===== config.mk =====
export PLATFORM = sky130hd
export DESIGN_NAME = button_conditioner
export DESIGN_NICKNAME = d
export VERILOG_FILES = /design/src/rtl/button_conditioner.sv
export SDC_FILE = /design/constraint.sdc
export NUM_CORES = 1
export LEC_CHECK = 0
export ABC_AREA = 1
export BUFFER_PORTS_ARGS = -buffer_cell sky130_fd_sc_hd__buf_2
export CORE_ASPECT_RATIO = 1.5
export CORE_MARGIN = 2
export CORE_UTILIZATION = 30
export CTS_CLUSTER_DIAMETER = 50
export DETAILED_ROUTE_END_ITERATION = 8
export SYNTH_ARGS = -nofsm -noshare
export SYNTH_HDL_FRONTEND = slang
export SYNTH_SLANG_ARGS = --single-unit

===== constraint.sdc =====
create_clock -name clk -period 1.2 [get_ports clk]
set_input_delay 0.24 -clock clk [delete_from_list [all_inputs] [get_ports clk]]
set_output_delay 0.24 -clock clk [all_outputs]
set_load 0.02 [all_outputs]

===== src/rtl/button_conditioner.sv =====
// Five-button synchronizer, debouncer and press-pulse generator.
// Define BUTTON_AUTOREPEAT_EN to compile in auto-repeat for L/U/D/R.
module button_conditioner #(
  parameter int unsigned DB_CYCLES    = 488,
  parameter int unsigned REPEAT_DELAY = 12207,
  parameter int unsigned REPEAT_RATE  = 3662
) (
  input  logic       clk,
  input  logic       Reset_n,
  input  logic       BtnL,
  input  logic       BtnU,
  input  logic       BtnD,
  input  logic       BtnR,
  input  logic       BtnC,
  output logic       BtnL_pulse,
  output logic       BtnU_pulse,
  output logic       BtnD_pulse,
  output logic       BtnR_pulse,
  output logic       BtnC_pulse,
  output logic [4:0] btn_level
);

  localparam int unsigned NB  = 5;
  localparam int unsigned DBW = (DB_CYCLES > 1) ? $clog2(DB_CYCLES) : 1;
  localparam logic [DBW-1:0] DB_MAX = DBW'(DB_CYCLES - 1);

  if (DB_CYCLES < 1 || REPEAT_DELAY < 1 || REPEAT_RATE < 1) begin : g_bad_cfg
    $error("button_conditioner: cycle parameters must be at least 1");
  end

  logic [NB-1:0]  raw_c;
  logic [NB-1:0]  meta;
  logic [NB-1:0]  sync;
  logic [NB-1:0]  level;
  logic [NB-1:0]  level_q;
  logic [NB-1:0]  pulse;
  logic [NB-1:0]  press_c;
  logic [NB-1:0]  pulse_c;
  logic [DBW-1:0] db_cnt [NB];

  assign raw_c   = {BtnC, BtnR, BtnD, BtnU, BtnL};
  assign press_c = level & ~level_q;

  // Synchronizer, debounce counters, edge register and output pulse register
  always_ff @(posedge clk or negedge Reset_n) begin
    if (!Reset_n) begin
      meta    <= '0;
      sync    <= '0;
      level   <= '0;
      level_q <= '0;
      pulse   <= '0;
      for (int i = 0; i < NB; i++) db_cnt[i] <= '0;
    end else begin
      meta    <= raw_c;
      sync    <= meta;
      level_q <= level;
      pulse   <= pulse_c;
      for (int i = 0; i < NB; i++) begin
        if (sync[i] == level[i]) begin
          db_cnt[i] <= '0;
        end else if (db_cnt[i] == DB_MAX) begin
          level[i]  <= sync[i];
          db_cnt[i] <= '0;
        end else begin
          db_cnt[i] <= db_cnt[i] + DBW'(1);
        end
      end
    end
  end

`ifdef BUTTON_AUTOREPEAT_EN
  localparam int unsigned NR   = 4;
  localparam int unsigned RMAX = (REPEAT_DELAY > REPEAT_RATE) ? REPEAT_DELAY : REPEAT_RATE;
  localparam int unsigned RW   = (RMAX > 1) ? $clog2(RMAX) : 1;
  localparam logic [RW-1:0] RD_MAX = RW'(REPEAT_DELAY - 1);
  localparam logic [RW-1:0] RR_MAX = RW'(REPEAT_RATE - 1);

  // A one-cycle repeat period would leave no low cycle between pulses
  if (REPEAT_RATE < 2) begin : g_bad_rate
    $error("button_conditioner: REPEAT_RATE must be at least 2");
  end

  typedef enum logic [1:0] {IDLE, HOLD_DELAY, HOLD_REPEAT} rep_state_t;

  rep_state_t      rep_state     [NR];
  rep_state_t      rep_state_nxt [NR];
  logic [RW-1:0]   rep_cnt       [NR];
  logic [RW-1:0]   rep_cnt_nxt   [NR];
  logic [NR-1:0]   rep_fire_c;

  always_ff @(posedge clk or negedge Reset_n) begin
    if (!Reset_n) begin
      for (int i = 0; i < NR; i++) begin
        rep_state[i] <= IDLE;
        rep_cnt[i]   <= '0;
      end
    end else begin
      for (int i = 0; i < NR; i++) begin
        rep_state[i] <= rep_state_nxt[i];
        rep_cnt[i]   <= rep_cnt_nxt[i];
      end
    end
  end

  // Per-button repeat sequencing; a falling level always returns to IDLE
  always_comb begin
    rep_fire_c = '0;
    for (int i = 0; i < NR; i++) begin
      rep_state_nxt[i] = rep_state[i];
      rep_cnt_nxt[i]   = rep_cnt[i];
      case (rep_state[i])
        IDLE: begin
          if (press_c[i]) begin
            rep_state_nxt[i] = HOLD_DELAY;
            rep_cnt_nxt[i]   = '0;
          end
        end
        HOLD_DELAY: begin
          if (rep_cnt[i] == RD_MAX) begin
            rep_fire_c[i]    = 1'b1;
            rep_state_nxt[i] = HOLD_REPEAT;
            rep_cnt_nxt[i]   = '0;
          end else if (rep_cnt[i] != '1) begin
            rep_cnt_nxt[i] = rep_cnt[i] + RW'(1);
          end
        end
        HOLD_REPEAT: begin
          if (rep_cnt[i] == RR_MAX) begin
            rep_fire_c[i]  = 1'b1;
            rep_cnt_nxt[i] = '0;
          end else if (rep_cnt[i] != '1) begin
            rep_cnt_nxt[i] = rep_cnt[i] + RW'(1);
          end
        end
        default: begin
          rep_state_nxt[i] = IDLE;
          rep_cnt_nxt[i]   = '0;
        end
      endcase
      if (!level[i]) begin
        rep_state_nxt[i] = IDLE;
        rep_cnt_nxt[i]   = '0;
        rep_fire_c[i]    = 1'b0;
      end
    end
  end

  assign pulse_c = press_c | {1'b0, rep_fire_c};
`else
  assign pulse_c = press_c;
`endif

  assign BtnL_pulse = pulse[0];
  assign BtnU_pulse = pulse[1];
  assign BtnD_pulse = pulse[2];
  assign BtnR_pulse = pulse[3];
  assign BtnC_pulse = pulse[4];
  assign btn_level  = level;

endmodule


==> flow_summary.toml, run 1 <==
[placement]
port_buffers = 16
dp_hpwl_microns = 3690
pre_cts_ws_ns = -0.0562
gp_congestion = 0.819
dp_cells = 489

[logic_synthesis]
ys_warn_count = 0
avgSynthCellArea_sq_um = 8.77
synth_top_area_cell = "dfrtp_1"
ys_seq_area_share_pct = 58.7
syn-num-nets = 352
ys_top_cells_by_area = "dfrtp_1 (59%), nor2_1 (10%), nand2_1 (7.8%), nand3_1 (5.5%), inv_1 (5.4%)"
synth_top_area_share_pct = 58.7
syn-cell-area_sq_um = 2980
synth_seq_cells = 70
netlist_instances = 340
synth_cell_types = 14

[run_status]
failed_checks = "setup timing"
status = "complete, but fails checks"

[timing]
maxSlewViolCount = 0
period_minus_slack_ns = 1.21
period_share_pct = 101
worst_pin_slew_ns = 0.369
hold-worst-slack_ns = 0.0140
relSlewSlack_pct = 75.4
hold_violations = 0
rsz0062_at_grt = "yes"
skew_ns = 0.00372
finalWorstSetupSlack_ns = -0.0104
setup_viol = 3
fmax_ghz = 0.826

[clock_tree]
cts.sinks = 70
root_buffer = "clkbuf_16"
cts_buffers = 9
clk_pin_slew_ns = 0.05
clock_path_buffers = 2
clkLatencyLatePin_ns = 0.33
htree_levels = 3
tritoncts = "yes"

[layout]
diodes = 0
stdcell_count = 518
syn2layout_area_growth_pct = 32.6
nets = 410
layout_commonest_cell = "nor2_1"
layout-drive-gt1-share_pct = 25.3
n_fill_cell = 976
final_cell_mix = "nor2_1 (75), dfrtp_1 (70), nand2_1 (50)"

[worst_setup_path]
required_ns = 1.42
start_kind = "register"
critPathSlowestCell = "dfrtp_1"
path_cells = "ha_2 -> nand2_2 -> nor2_1 -> buf_4 -> xor2_1 -> nor2_1"
max_stage_delay_ns = 0.37
end_kind = "register"
worst-path-max-fanout = 4
critPathArrivalTime_ns = 1.43
cp_common_cell = "nor2_1"
crit_type = "register to register"

[global_route]
grt-ovfl-total = 0
antenna_found_initial = 0
grt_usage_pct = 11.0
grt_max_degree = 71
first_global_vias = 2277
grt_pass1_wl_microns = 9430

[job]
drv_cap = 0

[die]
fp.dieW_microns = 85.4
initial_core_util_pct = 30.8
io_pins = 17
fp.coreArea_sq_um = 9690
die_y_microns = 126
dieArea_sq_um = 10800
num_rows = 44

[min_path]
holdCritPathClass = "input port to register"

[drt]
vias = 2318
wl_per_cell_microns = 10.6
drc_errors = 0
first_iter_violations = 59
ant_nets = 0
drt-total-wl_microns = 5490
drt_pass1_iterations = 4
avgViaCountPerCell = 4.47

[power_and_ir_drop]
ir_drop_mv = 0.700
p_leak_uw = 0.00197
power_density_nw_per_um2 = 1350
-- routing by layer --
| layer | part of all wire [%] | global-route usage [%] |
|---|---|---|
| met1 | 42 | 12.4 |
| met5 | 0 | 0 |
| met2 | 53 | 18.2 |
| met4 | 2.8 | 7.28 |
| met3 | 2.6 | 2.75 |
-- logic make-up (layout without fill, tap and decap cells) --
logic type / count (synthesis) / after routing / share of synthesized area (%)
compound gates: 23 / 23 / 3.99
fa+ha+maj: 5 / 5 / 2.10
buf+inv: 43 / 106 / 5.41
flops: 70 / 70 / 58.7
simple gates: 184 / 184 / 25.1
xor+xnor: 15 / 15 / 4.66
-- worst max-delay path, delay by kind of cell, from the launching register on --
kind,cells,cell delay [ns]
fa+ha+maj,1,0.19
simple gates,3,0.24
flops,1,0.37
buf+inv,1,0.14
xor+xnor,1,0.15
-- worst paths after layout --
path	from	endpoint	slack, ns	cells after the start
worst max-delay path	db_cnt[9]$_DFF_PN0_	db_cnt[13]$_DFF_PN0_	-0.01	6
worst min-delay path	BtnC	meta[4]$_DFF_PN0_	0.01	1
worst max register to register	db_cnt[9]$_DFF_PN0_	db_cnt[13]$_DFF_PN0_	-0.01	6
worst min register to register	meta[1]$_DFF_PN0_	sync[1]$_DFF_PN0_	0.34	0
max in group asynchronous	Reset_n	pulse[4]$_DFF_PN0_	0.45	3
min in group asynchronous	Reset_n	btn_level[3]$_DFFE_PN0P_	0.45	3
-- per-stage QoR --
step                TNS [ns]  total power (uW)  util (%)  instance area [sq um]
global placement     -0.0752              2710      34.6                   3350
finish               -0.0114              5340      40.8                   3950
floorplan                  0              2590         -                   2980
detailed placement    -0.310              2710      34.6                   3350
global route          -0.742              5560      40.8                   3950
CTS                  -0.0286              5390      39.1                   3790
-- area by class of cell --
cell class,instances,area [sq um],share of cell area (%)
Inverter,43,161,4.08
Tap cell,115,144,3.64
Sequential cell,70,1750,44.3
Clock inverter,4,45.0,1.14
Timing Repair Buffer,47,367,9.27
Multi-Input combinational cell,227,1230,31.1
Clock buffer,12,256,6.49
-- registers in the layout (all words and copies together), names as in the netlist --
register   cells
level_q        5
sync           5
db_cnt        45
meta           5
pulse          5
btn_level      5
-- synth_stat cells --
cell type,instances
nand2_2,1
xor2_1,10
nand3_1,33
nand2_1,62
nor2_1,83
inv_1,43
a21oi_1,22
xnor2_1,4
nor3b_2,1
dfrtp_1,70
nor3_1,4
a21oi_2,1
xor2_2,1
ha_1,5
-- report_power, final --
group	internal [uW]	total (uW)	leakage, uW	switching, uW
Combinational	103	236	0.000875	133
Sequential	2420	2460	0.000942	41.2
Clock	1710	2640	0.000152	929
-- repair_timing --
item | 4_1_cts | 5_1_grt
pin swaps | 0 | 15
buffers inserted | 8 | 5
endpoints found under the setup margin | 25 | 44
gates resized for setup | 22 | 38
endpoints found under the hold margin | 70 | 0
hold buffers | 1 | 0
Note: power is estimated with default switching activity, not from simulation.
==> inputs of run 2 (changes only) <==
BUFFER_PORTS_ARGS = unset   (was -buffer_cell sky130_fd_sc_hd__buf_2)
CTS_CLUSTER_SIZE = 10   (was unset)
DONT_BUFFER_PORTS = 1   (was unset)
==> flow_summary.toml, run 2 (synthesis results as in run 1) <==
[run_status]
status = "complete, but fails checks"
failed_checks = "hold timing"

[layout]
final_cell_mix = "dfrtp_1 (70), nor2_1 (67), nand2_1 (49)"
nets = 388
regMostFlops = "db_cnt"
syn2layout_area_growth_pct = 27.5
largest_reg_flops = 45
finalInstanceArea_sq_um = 3800
layout_commonest_cell = "dfrtp_1"
n_fill_cell = 977
diodes = 0
layout-drive-gt1-share_pct = 20.3

[clock_tree]
cts_buffers = 9
clkLatencyLatePin_ns = 0.33
htree_levels = 3
clk_pin_slew_ns = 0.06
cts_hold_buf = 5
cts.sinks = 70
clock_path_buffers = 2
tritoncts = "yes"
root_buffer = "clkbuf_16"

[worst_setup_path]
worst-path-max-fanout = 6
reg2reg_depth = 6
critPathSlowestCell = "dfrtp_1"
path_buf_inv = 0
critPathArrivalTime_ns = 1.38
r2r_end = "btn_level[0]$_DFFE_PN0P_"
cp_common_cell = "nor2_1"
r2r_setup_slack_ns = 0.04
timing.rr.start = "db_cnt[37]$_DFF_PN0_"
end_kind = "register"
cp_top_family = "simple AND/OR/NAND/NOR gates"
required_ns = 1.42
crit_type = "register to register"
max_stage_delay_ns = 0.35
start_kind = "register"
path_cells = "ha_2 -> nand2_4 -> nor2_2 -> nand2_2 -> nor2_1 -> nor2_1"

[timing]
setup_viol = 0
fmax_ghz = 0.862
hold-worst-slack_ns = -0.392
skew_ns = 0.00423
worst_pin_slew_ns = 0.282
rsz0062_at_grt = "yes"
maxSlewViolCount = 0
period_share_pct = 96.7
relSlewSlack_pct = 81.2
hold_violations = 70
period_minus_slack_ns = 1.16

[drt]
drt-total-wl_microns = 5480
ant_nets = 0
vias = 2229
avgViaCountPerCell = 4.51
drt_pass1_iterations = 4
wl_per_cell_microns = 11.1
first_iter_violations = 59
drc_errors = 0

[power_and_ir_drop]
p_leak_uw = 0.00186
total_power_uw = 4990
switching_share_pct = 20.9
seq_power_share_pct = 49.4
pwr-share-comb_pct = 4.0
ir_drop_mv = 0.710
power.switching_uw = 1040
p_int_uw = 3950
power_density_nw_per_um2 = 1310
clock_power_share_pct = 46.6

[die]
fp.coreArea_sq_um = 9690
die_y_microns = 126
io_pins = 17
num_rows = 44
fp.dieW_microns = 85.4
initial_core_util_pct = 30.8
dieArea_sq_um = 10800

[global_route]
grt_pass1_wl_microns = 9430
antenna_found_initial = 0
grt_max_degree = 71
first_global_vias = 2266
grt-ovfl-total = 0
grt_usage_pct = 11.1

[placement]
placed_area_sq_um = 3260
gp_congestion = 0.836
port_buffers = 0
dp_hpwl_microns = 3720

[job]
drv_cap = 0

[min_path]
holdCritPathClass = "input port to async pin"
[run 2: repair_timing]
| item | CTS | global route |
|---|---|---|
| pin swaps | 1 | 8 |
| endpoints found under the setup margin | 22 | 40 |
| endpoints found under the hold margin | 75 | 70 |
| setup buffers | 0 | 3 |
| resized for setup | 11 | 49 |
[run 2: per-layer routing]
metal  vias up  global-route usage, %  wire length (microns)
met3         9                   3.15                    202
met2        32                   19.6                   2970
met1      1062                   11.3                   2170
li1       1126                      -                      -
met5         -                      0                      0
met4         0                   7.00                    142
[run 2: layout make-up]
cell class	instances	area [sq um]	area share, %
clock inverter	2	10.0	0.263
sequential	70	1750	46.1
tap	115	144	3.79
inverter	43	161	4.25
clock buffer	12	246	6.48
timing repair buffer	25	204	5.37
multi-input combinational	227	1280	33.8
[run 2: power by group through the flow]
stage	Sequential, uW	Clock, uW	Combinational, uW
floorplan	2490	0	102
global placement	2490	0	147
detailed placement	2500	0	150
CTS	2460	2430	166
global route	2470	2510	230
finish	2460	2330	198
[run 2: stage by stage]
stage               util [%]  std cells  setup WS (ns)  setup TNS, ns
floorplan                  -        340         0.0577              0
global placement        33.7        473        -0.0291         -0.163
detailed placement      33.7        473        -0.0499         -0.414
CTS                     37.1        492       -0.00218       -0.00218
global route            39.2        494        -0.0480         -0.306
finish                  39.2        494         0.0401              0
[run 2: how the worst max path moves through the flow]
| stage | from | endpoint | slack, ns | cells after the start |
|---|---|---|---|---|
| floorplan | btn_level[3]$_DFFE_PN0P_ | db_cnt[16]$_DFF_PN0_ | 0.06 | 4 |
| global placement | db_cnt[9]$_DFF_PN0_ | db_cnt[16]$_DFF_PN0_ | -0.03 | 6 |
| detailed placement | db_cnt[19]$_DFF_PN0_ | db_cnt[22]$_DFF_PN0_ | -0.05 | 6 |
| CTS | db_cnt[27]$_DFF_PN0_ | db_cnt[35]$_DFF_PN0_ | -0.002 | 6 |
| global route | db_cnt[37]$_DFF_PN0_ | db_cnt[44]$_DFF_PN0_ | -0.05 | 7 |
| finish | db_cnt[37]$_DFF_PN0_ | btn_level[0]$_DFFE_PN0P_ | 0.04 | 6 |
